**src/rtl/speed_ramp.sv**
```systemverilog
// speed_ramp
//   Multi-channel speed command converter with slew-rate limiting. Each
//   channel turns a signed-magnitude speed code into a real speed magnitude
//   plus a direction bit. The real speed moves toward the command in bounded
//   steps on a shared prescaled tick. A reversal always ramps down to zero
//   before the direction flips.
//
// Ports
//   clk         in   single clock, all state updates on the rising edge
//   reset       in   synchronous, active-high reset
//   bin_speed   in   per-channel codes, channel i at [i*CODE_W +: CODE_W];
//                    the MSB is direction (1 = reverse), the rest is magnitude
//   load        in   per-channel strobe that captures that channel's code
//   real_speed  out  per-channel unsigned speed magnitude, registered
//   direction   out  per-channel current direction (1 = reverse), registered
//   at_target   out  channel output equals its command (combinational)
module speed_ramp #(
  parameter int WIDTH      = 32,
  parameter int CODE_W     = 3,
  parameter int NUM_CH     = 2,
  parameter int SPEED_STEP = 100,
  parameter int RAMP_STEP  = 25,
  parameter int RAMP_DIV   = 4
) (
  input  logic                     clk,
  input  logic                     reset,
  input  logic [NUM_CH*CODE_W-1:0] bin_speed,
  input  logic [NUM_CH-1:0]        load,
  output logic [NUM_CH*WIDTH-1:0]  real_speed,
  output logic [NUM_CH-1:0]        direction,
  output logic [NUM_CH-1:0]        at_target
);

  // The largest commanded magnitude and the ramp step must both be
  // representable in WIDTH bits, so the ramp arithmetic never wraps.
  localparam longint MAX_MAG =
    longint'(SPEED_STEP) * ((longint'(1) << (CODE_W - 1)) - 1);

  if (WIDTH < 63 && (MAX_MAG >> WIDTH) != 0) begin : g_mag_check
    $error("speed_ramp: SPEED_STEP*(2^(CODE_W-1)-1) does not fit in WIDTH");
  end
  if (WIDTH < 63 && (longint'(RAMP_STEP) >> WIDTH) != 0) begin : g_step_check
    $error("speed_ramp: RAMP_STEP does not fit in WIDTH");
  end
  if (RAMP_DIV < 1 || CODE_W < 2 || NUM_CH < 1) begin : g_param_check
    $error("speed_ramp: RAMP_DIV >= 1, CODE_W >= 2 and NUM_CH >= 1 are needed");
  end

  localparam int                CNT_W    = (RAMP_DIV > 1) ? $clog2(RAMP_DIV) : 1;
  localparam logic [CNT_W-1:0]  CNT_LAST = CNT_W'(RAMP_DIV - 1);
  localparam logic [WIDTH-1:0]  STEP_W   = WIDTH'(RAMP_STEP);
  localparam logic [WIDTH-1:0]  SPEED_W  = WIDTH'(SPEED_STEP);

  typedef enum logic [2:0] {
    HOLD,
    RAMP_UP,
    RAMP_DOWN,
    REVERSE,
    FLIP
  } ramp_state_t;

  // Step size toward the target: the full ramp step, or the remaining gap
  // when that is smaller, so the speed lands exactly on the target.
  function automatic logic [WIDTH-1:0] clamp_step(input logic [WIDTH-1:0] gap);
    return (gap < STEP_W) ? gap : STEP_W;
  endfunction

  logic [CNT_W-1:0] count;
  logic             tick;

  // Shared free-running prescaler. Loads never disturb it, so every channel
  // sees the same tick cadence no matter when its commands arrive.
  always_ff @(posedge clk) begin
    if (reset) begin
      count <= '0;
    end else if (count == CNT_LAST) begin
      count <= '0;
    end else begin
      count <= count + 1'b1;
    end
  end

  assign tick = (count == CNT_LAST);

  for (genvar i = 0; i < NUM_CH; i++) begin : g_ch
    logic [CODE_W-1:0] code;
    logic [CODE_W-2:0] code_mag;
    logic              code_dir;
    logic              tgt_dir;
    logic [WIDTH-1:0]  tgt_mag;
    logic [WIDTH-1:0]  speed;
    logic [WIDTH-1:0]  speed_next;
    logic              dir;
    logic              dir_next;
    logic [WIDTH-1:0]  gap;
    ramp_state_t       state;

    assign code     = bin_speed[i*CODE_W +: CODE_W];
    assign code_dir = code[CODE_W-1];
    assign code_mag = code[CODE_W-2:0];

    // Command register. A new load simply replaces the old target; the ramp
    // continues from wherever the speed currently is.
    always_ff @(posedge clk) begin
      if (reset) begin
        tgt_dir <= 1'b0;
        tgt_mag <= '0;
      end else if (load[i]) begin
        tgt_dir <= code_dir;
        tgt_mag <= WIDTH'(code_mag) * SPEED_W;
      end
    end

    // Output registers only move on tick edges. The next values come from
    // the current command register, so a load landing on a tick edge takes
    // effect from the following tick.
    always_ff @(posedge clk) begin
      if (reset) begin
        speed <= '0;
        dir   <= 1'b0;
      end else if (tick) begin
        speed <= speed_next;
        dir   <= dir_next;
      end
    end

    // The ramp state is recomputed from the registers every cycle. A
    // direction mismatch always takes precedence: ramp the magnitude to
    // zero first, then flip the direction on its own tick.
    always_comb begin
      state      = HOLD;
      speed_next = speed;
      dir_next   = dir;
      gap        = '0;

      if (dir != tgt_dir) begin
        state = (speed == '0) ? FLIP : REVERSE;
      end else if (speed < tgt_mag) begin
        state = RAMP_UP;
      end else if (speed > tgt_mag) begin
        state = RAMP_DOWN;
      end

      case (state)
        RAMP_UP: begin
          gap        = tgt_mag - speed;
          speed_next = speed + clamp_step(gap);
        end
        RAMP_DOWN: begin
          gap        = speed - tgt_mag;
          speed_next = speed - clamp_step(gap);
        end
        REVERSE: begin
          gap        = speed;
          speed_next = speed - clamp_step(gap);
        end
        FLIP: begin
          dir_next = tgt_dir;
        end
        default: begin
          speed_next = speed;
        end
      endcase
    end

    assign real_speed[i*WIDTH +: WIDTH] = speed;
    assign direction[i]                 = dir;
    assign at_target[i]                 = (speed == tgt_mag) && (dir == tgt_dir);
  end

endmodule
```
**config.mk**
```make
export PLATFORM = sky130hd
export DESIGN_NAME = speed_ramp
export DESIGN_NICKNAME = d
export VERILOG_FILES = /design/src/rtl/speed_ramp.sv
export SDC_FILE = /design/constraint.sdc
export NUM_CORES = 1
export LEC_CHECK = 0
export ABC_AREA = 1
export BUFFER_PORTS_ARGS = -buffer_cell sky130_fd_sc_hd__buf_2
export CAP_MARGIN = 20
export CORE_MARGIN = 3
export CORE_UTILIZATION = 35
export DETAILED_ROUTE_END_ITERATION = 12
export GPL_TIMING_DRIVEN = 0
export PLACE_DENSITY = 0.6
export SLEW_MARGIN = 20
export SYNTH_ARGS = -nofsm -noshare
export SYNTH_HDL_FRONTEND = slang
export SYNTH_SLANG_ARGS = --single-unit
```
**constraint.sdc**
```tcl
create_clock -name clk -period 4.5 [get_ports clk]
set_input_delay 0.9 -clock clk [delete_from_list [all_inputs] [get_ports clk]]
set_output_delay 0.9 -clock clk [all_outputs]
set_load 0.005 [all_outputs]
```
==> results of run 1 <==
[layout make-up]
cell class,count,share of cell area [%]
well taps,435,3.38
flip-flops and latches,80,10.3
repair buffers,206,9.19
clock buffers,11,1.51
plain buffers,39,1.51
multi-input cells,1597,67.6
inverters,252,6.17
clock inverters,3,0.272
[registers in the layout (all words and copies together) (netlist names)]
signal and count:
count 2, g_ch.tgt_dir 2, g_ch.dir 2, g_ch.speed 64, g_ch.tgt_mag 10
[synth_stat cells (25+ instances only)]
cell type	number
a21oi_1	181
dfxtp_1	80
ha_1	95
inv_1	229
nand2_1	527
nand2_2	25
nand3_1	137
nand4_1	27
nor2_1	186
nor3_1	28
o21ai_0	126
xnor2_1	30
xor2_1	78
[stage by stage]
step,utilization (%),setup TNS [ns],total power [uW],hold slack [ns],area (um^2)
floorplan,-,0,6220,0.408,11500
CTS,45.8,-2.03,10000,0.436,14700
global placement,38.9,-46.00,7750,0.416,12400
detailed placement,38.9,-45.79,7810,0.428,12400
global route,50.4,-14.38,12600,0.472,16100
finish,50.4,-5.13,11700,0.448,16100
[critical path: cells and delay by family, from the launching register on]
| kind | cells | cell delay (ns) |
|---|---|---|
| AO/OA/AOI/OAI | 5 | 0.64 |
| XOR/XNOR | 2 | 0.32 |
| adder cells (fa/ha/maj) | 3 | 0.81 |
| buffers and inverters | 5 | 0.55 |
| flip-flops | 1 | 0.35 |
| AND/OR/NAND/NOR | 16 | 1.98 |
[worst paths after layout]
| check | from | endpoint | slack [ns] | cells after the start |
|---|---|---|---|---|
| worst max-delay path | g_ch[1].speed[3] | g_ch[1].speed[28] | -0.31 | 31 |
| worst min-delay path | count[0] | count[0] | 0.45 | 1 |
| worst max register to register | g_ch[1].speed[3] | g_ch[1].speed[28] | -0.31 | 31 |
| worst min register to register | count[0] | count[0] | 0.45 | 1 |
[power breakdown]
group | internal [uW] | switching [uW] | leakage (uW)
clock network | 439 | 308 | 0.000141
registers | 781 | 153 | 0.000665
logic | 3970 | 6060 | 0.00709
total | 5190 | 6520 | 0.00789
[metal layers]
metal  wire, um  track usage [%]  share of wire (%)  vias to the layer above
met5          0                0                  0                        -
met1      20000             31.4                 43                     6772
met4       1350             7.53                2.9                        0
met2      22400             42.3                 48                      596
met3       3010             3.02                6.4                       90
li1           -                -                  -                     6915
[logic make-up after synthesis]
logic type / after synthesis / share of synthesized area, %
and+or+nand+nor: 1011 / 38.8
AOI/OAI and AO/OA: 379 / 17.9
adders and majority gates: 99 / 11.0
buffers and inverters: 294 / 10.2
DFF: 80 / 13.9
xor gates and xnor gates: 108 / 8.22
[repair_timing]
item,CTS,global route
endpoints found under the setup margin,57,52
resized for setup,350,264
cloned,0,2
endpoints found under the hold margin,0,0
buffers inserted,81,60
pin swaps,103,163
==> summary.txt, run 1 <==
Run status -> finished, violations left
Violated checks -> setup timing
Cell Rows -> 65
Worst IR drop on VDD -> 0.659 mV
Commonest cells after routing, fill and taps aside -> nand2_1 (416), inv_1 (195), nor2_1 (153), a21oi_1 (135), buf_4 (109)
Area grow syn2layout -> 40.1%
Synth area leader -> nand2_1
F_max -> 208 MHz
Clk sinks -> 80
DRT Pass-1 Iters -> 5
DRT iter0 DRCs -> 1090
First-pass GRT wire length -> 69.5 mm
Die width -> 187 um
Root buf cell -> clkbuf_16
Place WS -> -1.33 ns
Leak Pwr -> 0.00789 uW
Drt wl/cell -> 17.8 um
Library cells used by synthesis -> 56
Post-Place Cells -> 2482
CTS tree -> built
Total number of vias -> 14400
Post-synth top area share -> 17.2%
Final Skew -> 0.0102 ns
Mapped Cells -> 1971
Relative slew margins -> 43.6%
Core ar. -> 32000 um^2
Total grt overflow -> 0
Cell Count, Final, Fillers Out -> 2623
Clock Latency Late Sink -> 0.36 ns
Crit Path Class -> flop to flop
Via density -> 5.48
Fin crit share -> 107%
Share of cells above drive strength 1 -> 34.0%
GPL Wtd Cong -> 0.971
Overall Global Routing Usage -> 24.4%
Top cell by count, worst path -> ha_4
Starting Density -> 36.0%
Antenna violations before repair -> 1
RSZ-0062 raised after global routing -> yes
Crit start category -> flop
Area contributors post-synth -> nand2_1 (17%), dfxtp_1 (14%), ha_1 (10%), a21oi_1 (7.9%), inv_1 (7.5%)
Final count of hold timing violations -> 0
Hpwl dp -> 34.7 mm
DIE AREA -> 35100 um^2
Max-cap violations -> 0
Area of the multi-input gates -> 10900 um^2
Flip-flop and latch count after synthesis -> 80
Drt drc -> 0
CP peak stage delay -> 0.35 ns
CTS clk-pin slew, worst paths -> 0.06 ns
Total CTS buffers -> 9
CP required -> 4.73 ns
CP max FO -> 7
Worst path slowest cell -> dfxtp_4
FF+latch area -> 1660 um^2
Synth Area per Inst -> 5.84 um^2
WP data arrival -> 5.03 ns
Most used DFF post-synth -> dfxtp_1
Num ports -> 78
H-tree depth -> 3
Final ANT Viol Nets -> 0
PwrDens -> 727 nW/um^2
Post-synth EDFFs -> 0
Seq/Total Area, Yosys -> 13.9%
Finish-stage setup viols -> 33
Hold Path Class -> flop to flop
Vias in the first global route -> 13200
Asr flop ratio synth -> 0%
Largest net degree at the start of global routing -> 13
Tmin final -> 4.81 ns
Antenna cells -> 0
Synth warnings -> 0
Fillers -> 3112
Synthesized area -> 11500 um^2
Clk buf depth -> 2
Setup crit end kind -> flop
Slack of the critical path -> -0.307 ns
Measured slew at the worst slew-check pin -> 0.846 ns
Pins Over Slew Limit -> 0
Commonest non-fill, non-tap cell in the layout -> nand2_1
Drt total wl -> 46.8 mm
Die height -> 187 um
Hold buffers post-CTS -> 0
Post-Syn Nets -> 2080
Layout Nets -> 2294
IO buf count -> 76
No activity file was read; power rests on OpenSTA's default activity.
==> run 2: changes to the inputs <==
--- a/config.mk
+++ b/config.mk
@@ -7,12 +7,14 @@
 export LEC_CHECK = 0
 export ABC_AREA = 1
 export BUFFER_PORTS_ARGS = -buffer_cell sky130_fd_sc_hd__buf_2
-export CAP_MARGIN = 20
+export CAP_MARGIN = 15
+export CELL_PAD_IN_SITES_DETAIL_PLACEMENT = 1
+export CELL_PAD_IN_SITES_GLOBAL_PLACEMENT = 1
 export CORE_MARGIN = 3
 export CORE_UTILIZATION = 35
 export DETAILED_ROUTE_END_ITERATION = 12
 export GPL_TIMING_DRIVEN = 0
-export PLACE_DENSITY = 0.6
+export PLACE_DENSITY = 0.78
 export SLEW_MARGIN = 20
 export SYNTH_ARGS = -nofsm -noshare
 export SYNTH_HDL_FRONTEND = slang
==> run 2 against run 1 <==
Against the previous run:
- the run still ends with setup timing left
- die area unchanged
- design area rose by 2.8%
- critical path depth decreased by 1
- non-clock buffer count up 48
- worst setup slack got worse by 0.40 ns
- sequential power up 1%
- fmax down 7.7%
- via count increased by 12%
- critical path type unchanged
==> summary.txt, run 2 (synthesis results as in run 1) <==
Antenna cells -> 0
Clock power frac -> 6.1%
Area grow syn2layout -> 44.0%
First-pass GRT wire length -> 85.9 mm
Drt total wl -> 63.3 mm
Worst path slowest cell -> dfxtp_4
Starting Density -> 36.0%
CTS tree -> built
DRT Pass-1 Iters -> 7
Pins Over Slew Limit -> 0
Max-cap violations -> 0
Final ANT Viol Nets -> 0
Commonest non-fill, non-tap cell in the layout -> nand2_1
GPL Wtd Cong -> 0.974
Drt drc -> 0
Fin crit share -> 116%
Relative slew margins -> 43.3%
Regs by FF count -> g_ch.speed (64), g_ch.tgt_mag (10)
Cell Rows -> 65
Overall Global Routing Usage -> 30.3%
Num ports -> 78
Setup crit end kind -> flop
Place WS -> -1.53 ns
Worst IR drop on VDD -> 0.710 mV
Fin Setup TNS -> -19.11 ns
Internal Pwr Total -> 5530 uW
Total number of vias -> 16100
Worst R2R Path Depth -> 30
Hold Path Class -> flop to flop
Psw -> 7540 uW
Violated checks -> setup timing
Crit start category -> flop
Die width -> 187 um
Largest net degree at the start of global routing -> 13
Total CTS buffers -> 9
Finish-stage setup viols -> 51
FF+latch area -> 1670 um^2
Area of the multi-input gates -> 11000 um^2
WP data arrival -> 5.43 ns
Crit Path Class -> flop to flop
PwrDens -> 789 nW/um^2
Fillers -> 4141
Layout Nets -> 2342
Clock Latency Late Sink -> 0.37 ns
IO buf count -> 76
Commonest cells after routing, fill and taps aside -> nand2_1 (397), inv_1 (188), buf_4 (165), nor2_1 (138), a21oi_1 (134)
Seq pwr share -> 7.2%
Largest Register -> g_ch.speed
Final count of hold timing violations -> 0
Leak Pwr -> 0.00817 uW
Drt wl/cell -> 23.7 um
Tmin final -> 5.21 ns
Post-Place Cells -> 2482
CTS clk-pin slew, worst paths -> 0.08 ns
Core ar. -> 32000 um^2
Die height -> 187 um
Via density -> 6.01
Hpwl dp -> 38.7 mm
RSZ-0062 raised after global routing -> yes
Total grt overflow -> 0
CP required -> 4.72 ns
Gate power share -> 86.7%
Antenna violations before repair -> 1
CP max FO -> 6
DIE AREA -> 35100 um^2
DRT iter0 DRCs -> 1322
Switching Share -> 57.7%
Clk sinks -> 80
Clk buf depth -> 2
Cell Count, Final, Fillers Out -> 2673
Run status -> finished, violations left
CP peak stage delay -> 0.36 ns
Root buf cell -> clkbuf_16
F_max -> 192 MHz
Vias in the first global route -> 16000
H-tree depth -> 3
Worst hold path stage count -> 1
Measured slew at the worst slew-check pin -> 0.851 ns
Final Skew -> 0.0205 ns
Slack of the critical path -> -0.710 ns
Share of cells above drive strength 1 -> 37.2%
Number of flip-flops in the largest register -> 64
[run 2: cell types whose count changed in the layout (fill, tap and decap cells not counted), sizes merged]
cell / before / now
buf: 222 / 274
clkbuf: 34 / 32
clkinv: 5 / 4
inv: 248 / 249
[run 2: repair_timing]
item,4_1_cts,5_1_grt
endpoints found under the setup margin,60,56
buffers inserted,121,66
hold buffers,0,0
gates resized for setup,415,250
pin swaps,154,163
[run 2: metrics by stage]
stage / hold slack [ns] / area (um^2) / total power, uW / util, %
4_1_cts: 0.449 / 15200 / 10800 / 47.5
6_report: 0.460 / 16600 / 13100 / 51.8
5_1_grt: 0.471 / 16600 / 13800 / 51.8
3_3_place_gp: 0.416 / 12400 / 7800 / 38.9
2_1_floorplan: 0.408 / 11500 / 6220 / -
3_5_place_dp: 0.427 / 12400 / 8010 / 38.9
[run 2: path summary, 6_finish.rpt]
kind                         start           endpoint  slack [ns]
setup / recovery  g_ch[1].speed[8]  g_ch[1].speed[28]       -0.71
hold / removal            count[0]           count[0]        0.46
setup reg to reg  g_ch[1].speed[8]  g_ch[1].speed[28]       -0.71
hold reg to reg           count[0]           count[0]        0.46
[run 2: worst max-delay path, delay by kind of cell, from the launching register on]
kind,cells,cell delay [ns]
buffers and inverters,4,0.44
AOI/OAI and AO/OA,6,1.03
xor gates and xnor gates,1,0.21
adders and majority gates,3,0.84
DFF,1,0.36
and+or+nand+nor,16,2.16
[run 2: layout make-up]
class / count / area share, %
buffer: 39 / 1.50
clock buffer: 13 / 1.57
clock inverter: 3 / 0.242
inverter: 252 / 6.05
multi-input combinational: 1597 / 66.2
sequential: 80 / 10.1
tap: 435 / 3.29
timing repair buffer: 254 / 11.1
[run 2: layer usage]
layer	vias to the layer above	share of wire [%]	GRT usage, %
li1	7007	-	-
met1	7798	38	36.4
met2	901	48	54.2
met3	345	7.1	3.32
met4	2	6.6	13.9
met5	-	0.022	0
[run 2: power groups by stage]
| stage | Combinational, uW | Clock [uW] | Sequential [uW] |
|---|---|---|---|
| floorplan | 5340 | 0 | 879 |
| global placement | 6860 | 0 | 933 |
| detailed placement | 7070 | 0 | 937 |
| CTS | 9050 | 789 | 922 |
| global route | 12000 | 825 | 948 |
| finish | 11300 | 795 | 945 |
==> run 3: changes to the inputs <==
--- a/config.mk
+++ b/config.mk
@@ -5,7 +5,6 @@
 export SDC_FILE = /design/constraint.sdc
 export NUM_CORES = 1
 export LEC_CHECK = 0
-export ABC_AREA = 1
 export BUFFER_PORTS_ARGS = -buffer_cell sky130_fd_sc_hd__buf_2
 export CAP_MARGIN = 15
 export CELL_PAD_IN_SITES_DETAIL_PLACEMENT = 1
@@ -14,7 +13,7 @@
 export CORE_UTILIZATION = 35
 export DETAILED_ROUTE_END_ITERATION = 12
 export GPL_TIMING_DRIVEN = 0
-export PLACE_DENSITY = 0.78
+export PLACE_DENSITY = 0.75
 export SLEW_MARGIN = 20
 export SYNTH_ARGS = -nofsm -noshare
 export SYNTH_HDL_FRONTEND = slang
==> constraint.sdc (replaced) <==
create_clock -name clk -period 4.79 [get_ports clk]
set_input_delay 0.958 -clock clk [delete_from_list [all_inputs] [get_ports clk]]
set_output_delay 0.958 -clock clk [all_outputs]
set_load 0.005 [all_outputs]
==> run 3 against run 2 <==
Against the previous run:
- the run still ends with setup timing left
- utilization shrank 1.4 points
- count of clock-buffer cells in the layout did not move
- sequential cell count stayed put
- sequential share of layout area increased by 1.8 points
- design area is 15% lower
- non-clock buffer count up 2
- global-route usage decreased by 2.9 points
- cell count down 25%
- die area fell by 12%
- largest cell class unchanged
- highest routed layer is now met4
==> summary.txt, run 3 <==
Run status -> finished, violations left
Violated checks -> setup timing
WP data arrival -> 6.46 ns
Finish-stage setup viols -> 55
Fin crit share -> 130%
Drt wl/cell -> 23.8 um
F_max -> 161 MHz
Total number of vias -> 12600
Synth area leader -> dfxtp_1
Post-synth EDFFs -> 0
Synthesized area -> 10000 um^2
Final ANT Viol Nets -> 0
Drt total wl -> 47.6 mm
Largest net degree at the start of global routing -> 14
Largest Register -> g_ch.speed
Cell Area, Placed -> 11300 um^2
Antenna cells -> 0
Hold buffers post-CTS -> 0
CP max FO -> 3
Post-synth top area share -> 16.0%
Crit Path Class -> flop to flop
Num ports -> 78
Layout Nets -> 1730
CTS tree -> built
Regs by FF count -> g_ch.speed (64), g_ch.tgt_mag (10)
Most used DFF post-synth -> dfxtp_1
Crit start category -> flop
Seq/Total Area, Yosys -> 16.0%
Clk buf depth -> 2
Drt drc -> 0
Die width -> 175 um
Pins Over Slew Limit -> 0
Area contributors post-synth -> dfxtp_1 (16%), ha_1 (12%), a21oi_1 (6.2%), nand2_1 (5.5%), xnor2_1 (5.0%)
Flip-flop and latch count after synthesis -> 80
M1 GR Usage -> 34.8%
Clock Latency Late Sink -> 0.36 ns
Synth warnings -> 0
Antenna violations before repair -> 0
Met3 Use GR -> 3.44%
Final Skew -> 0.0110 ns
RSZ-0062 raised after global routing -> yes
Asr flop ratio synth -> 0%
CP required -> 5.04 ns
CP peak stage delay -> 0.52 ns
Tmin final -> 6.21 ns
Commonest cells in the netlist -> nand2_1 (147), a21oi_1 (125), nor2_1 (99)
Starting Density -> 35.8%
Commonest non-fill, non-tap cell in the layout -> nand2_1
IO buf count -> 75
GRT busiest layer -> met2
Cell Rows -> 61
Max-cap violations -> 0
Clk sinks -> 80
Overall Global Routing Usage -> 27.4%
Post-Syn Nets -> 1508
Die height -> 175 um
Relative slew margins -> 31.5%
Via density -> 6.29
Fin area -> 14100 um^2
Total CTS buffers -> 9
Measured slew at the worst slew-check pin -> 1.02 ns
Top-count cell post-synth -> nand2_1
Worst path slowest cell -> or4_4
First-pass GRT wire length -> 68.1 mm
Top delay family on crit path -> compound AO/OA/AOI/OAI gates
Total grt overflow -> 0
Hold Path Class -> flop to flop
Number of flip-flops in the largest register -> 64
Mapped Cells -> 1399
Area grow syn2layout -> 40.9%
DIE AREA -> 30700 um^2
Final count of hold timing violations -> 0
Library cells used by synthesis -> 78
Commonest cells after routing, fill and taps aside -> nand2_1 (145), buf_4 (133), nor2_1 (90), a21oi_1 (89), buf_2 (76)
Synth Area per Inst -> 7.17 um^2
Share of cells above drive strength 1 -> 33.0%
H-tree depth -> 3
DRT Pass-1 Iters -> 5
CTS clk-pin slew, worst paths -> 0.07 ns
GPL Wtd Cong -> 0.937
Setup crit end kind -> flop
Hpwl dp -> 30.5 mm
Slack of the critical path -> -1.42 ns
Root buf cell -> clkbuf_16
DRT iter0 DRCs -> 992
Vias in the first global route -> 12400
Met2 Track Usage GR -> 47.9%
FF-to-FF setup slack -> -1.42 ns
CP bufs+invs -> 3
Core ar. -> 28000 um^2
run 3: cell count changes in the layout (fill, tap and decap cells not counted), moves of 40 or more:
cell,delta
nor2_1,-48
inv_2,-40
nand2_1,-252
nand3_1,-70
nand2_2,-123
xor2_1,-45
inv_1,-130
a21oi_1,-45
run 3: repair_timing:
action	4_1_cts	5_1_grt
pin swaps	119	91
buffers inserted	106	45
gates resized for setup	200	141
hold endpoints to repair	0	0
endpoints found under the setup margin	61	61
run 3: final cells by class:
type,instances,area [um^2]
fillers,3413,13900
multi-input cells,1172,9450
flip-flops and latches,80,1670
repair buffers,222,1570
well taps,378,473
plain buffers,73,398
clock buffers,13,282
inverters,63,239
clock inverters,3,46.3
run 3: per-stage QoR:
step / hold WS [ns] / utilization [%] / setup TNS, ns / worst slack (ns) / instances
floorplan: 0.408 / - / -24.35 / -1.05 / 1399
global placement: 0.417 / 40.3 / -87.51 / -2.23 / 1852
detailed placement: 0.426 / 40.3 / -87.71 / -2.30 / 1852
CTS: 0.457 / 47.5 / -40.22 / -1.61 / 1969
global route: 0.474 / 50.5 / -63.78 / -1.67 / 2004
finish: 0.463 / 50.5 / -50.75 / -1.42 / 2004
run 3: logic make-up (layout without fill, tap and decap cells):
family                     Yosys count  after routing  share of synthesized area (%)
xor gates and xnor gates            87             87                           7.60
muxes                               21             21                           2.11
AOI/OAI and AO/OA                  443            443                           28.9
buffers and inverters              147            374                           5.71
DFF                                 80             80                           16.0
adders and majority gates           99             99                           12.6
and+or+nand+nor                    522            522                           27.1
run 3: final timing paths:
| check | start | to | cells after the start |
|---|---|---|---|
| setup / recovery | g_ch[1].speed[18] | g_ch[1].speed[28] | 26 |
| hold / removal | count[0] | count[0] | 1 |
| setup reg to reg | g_ch[1].speed[18] | g_ch[1].speed[28] | 26 |
| hold reg to reg | count[0] | count[0] | 1 |
run 3: metal layers:
| layer | part of all wire (%) | routed length, um |
|---|---|---|
| met1 | 41 | 19500 |
| met5 | 0 | 0 |
| met2 | 49 | 23300 |
| met3 | 6.1 | 2920 |
| met4 | 4.2 | 1990 |
Power of run 3 is left out: the tool's default activity adds up to more than one toggle a clock period on the data nets, which glitch-free logic cannot reach.
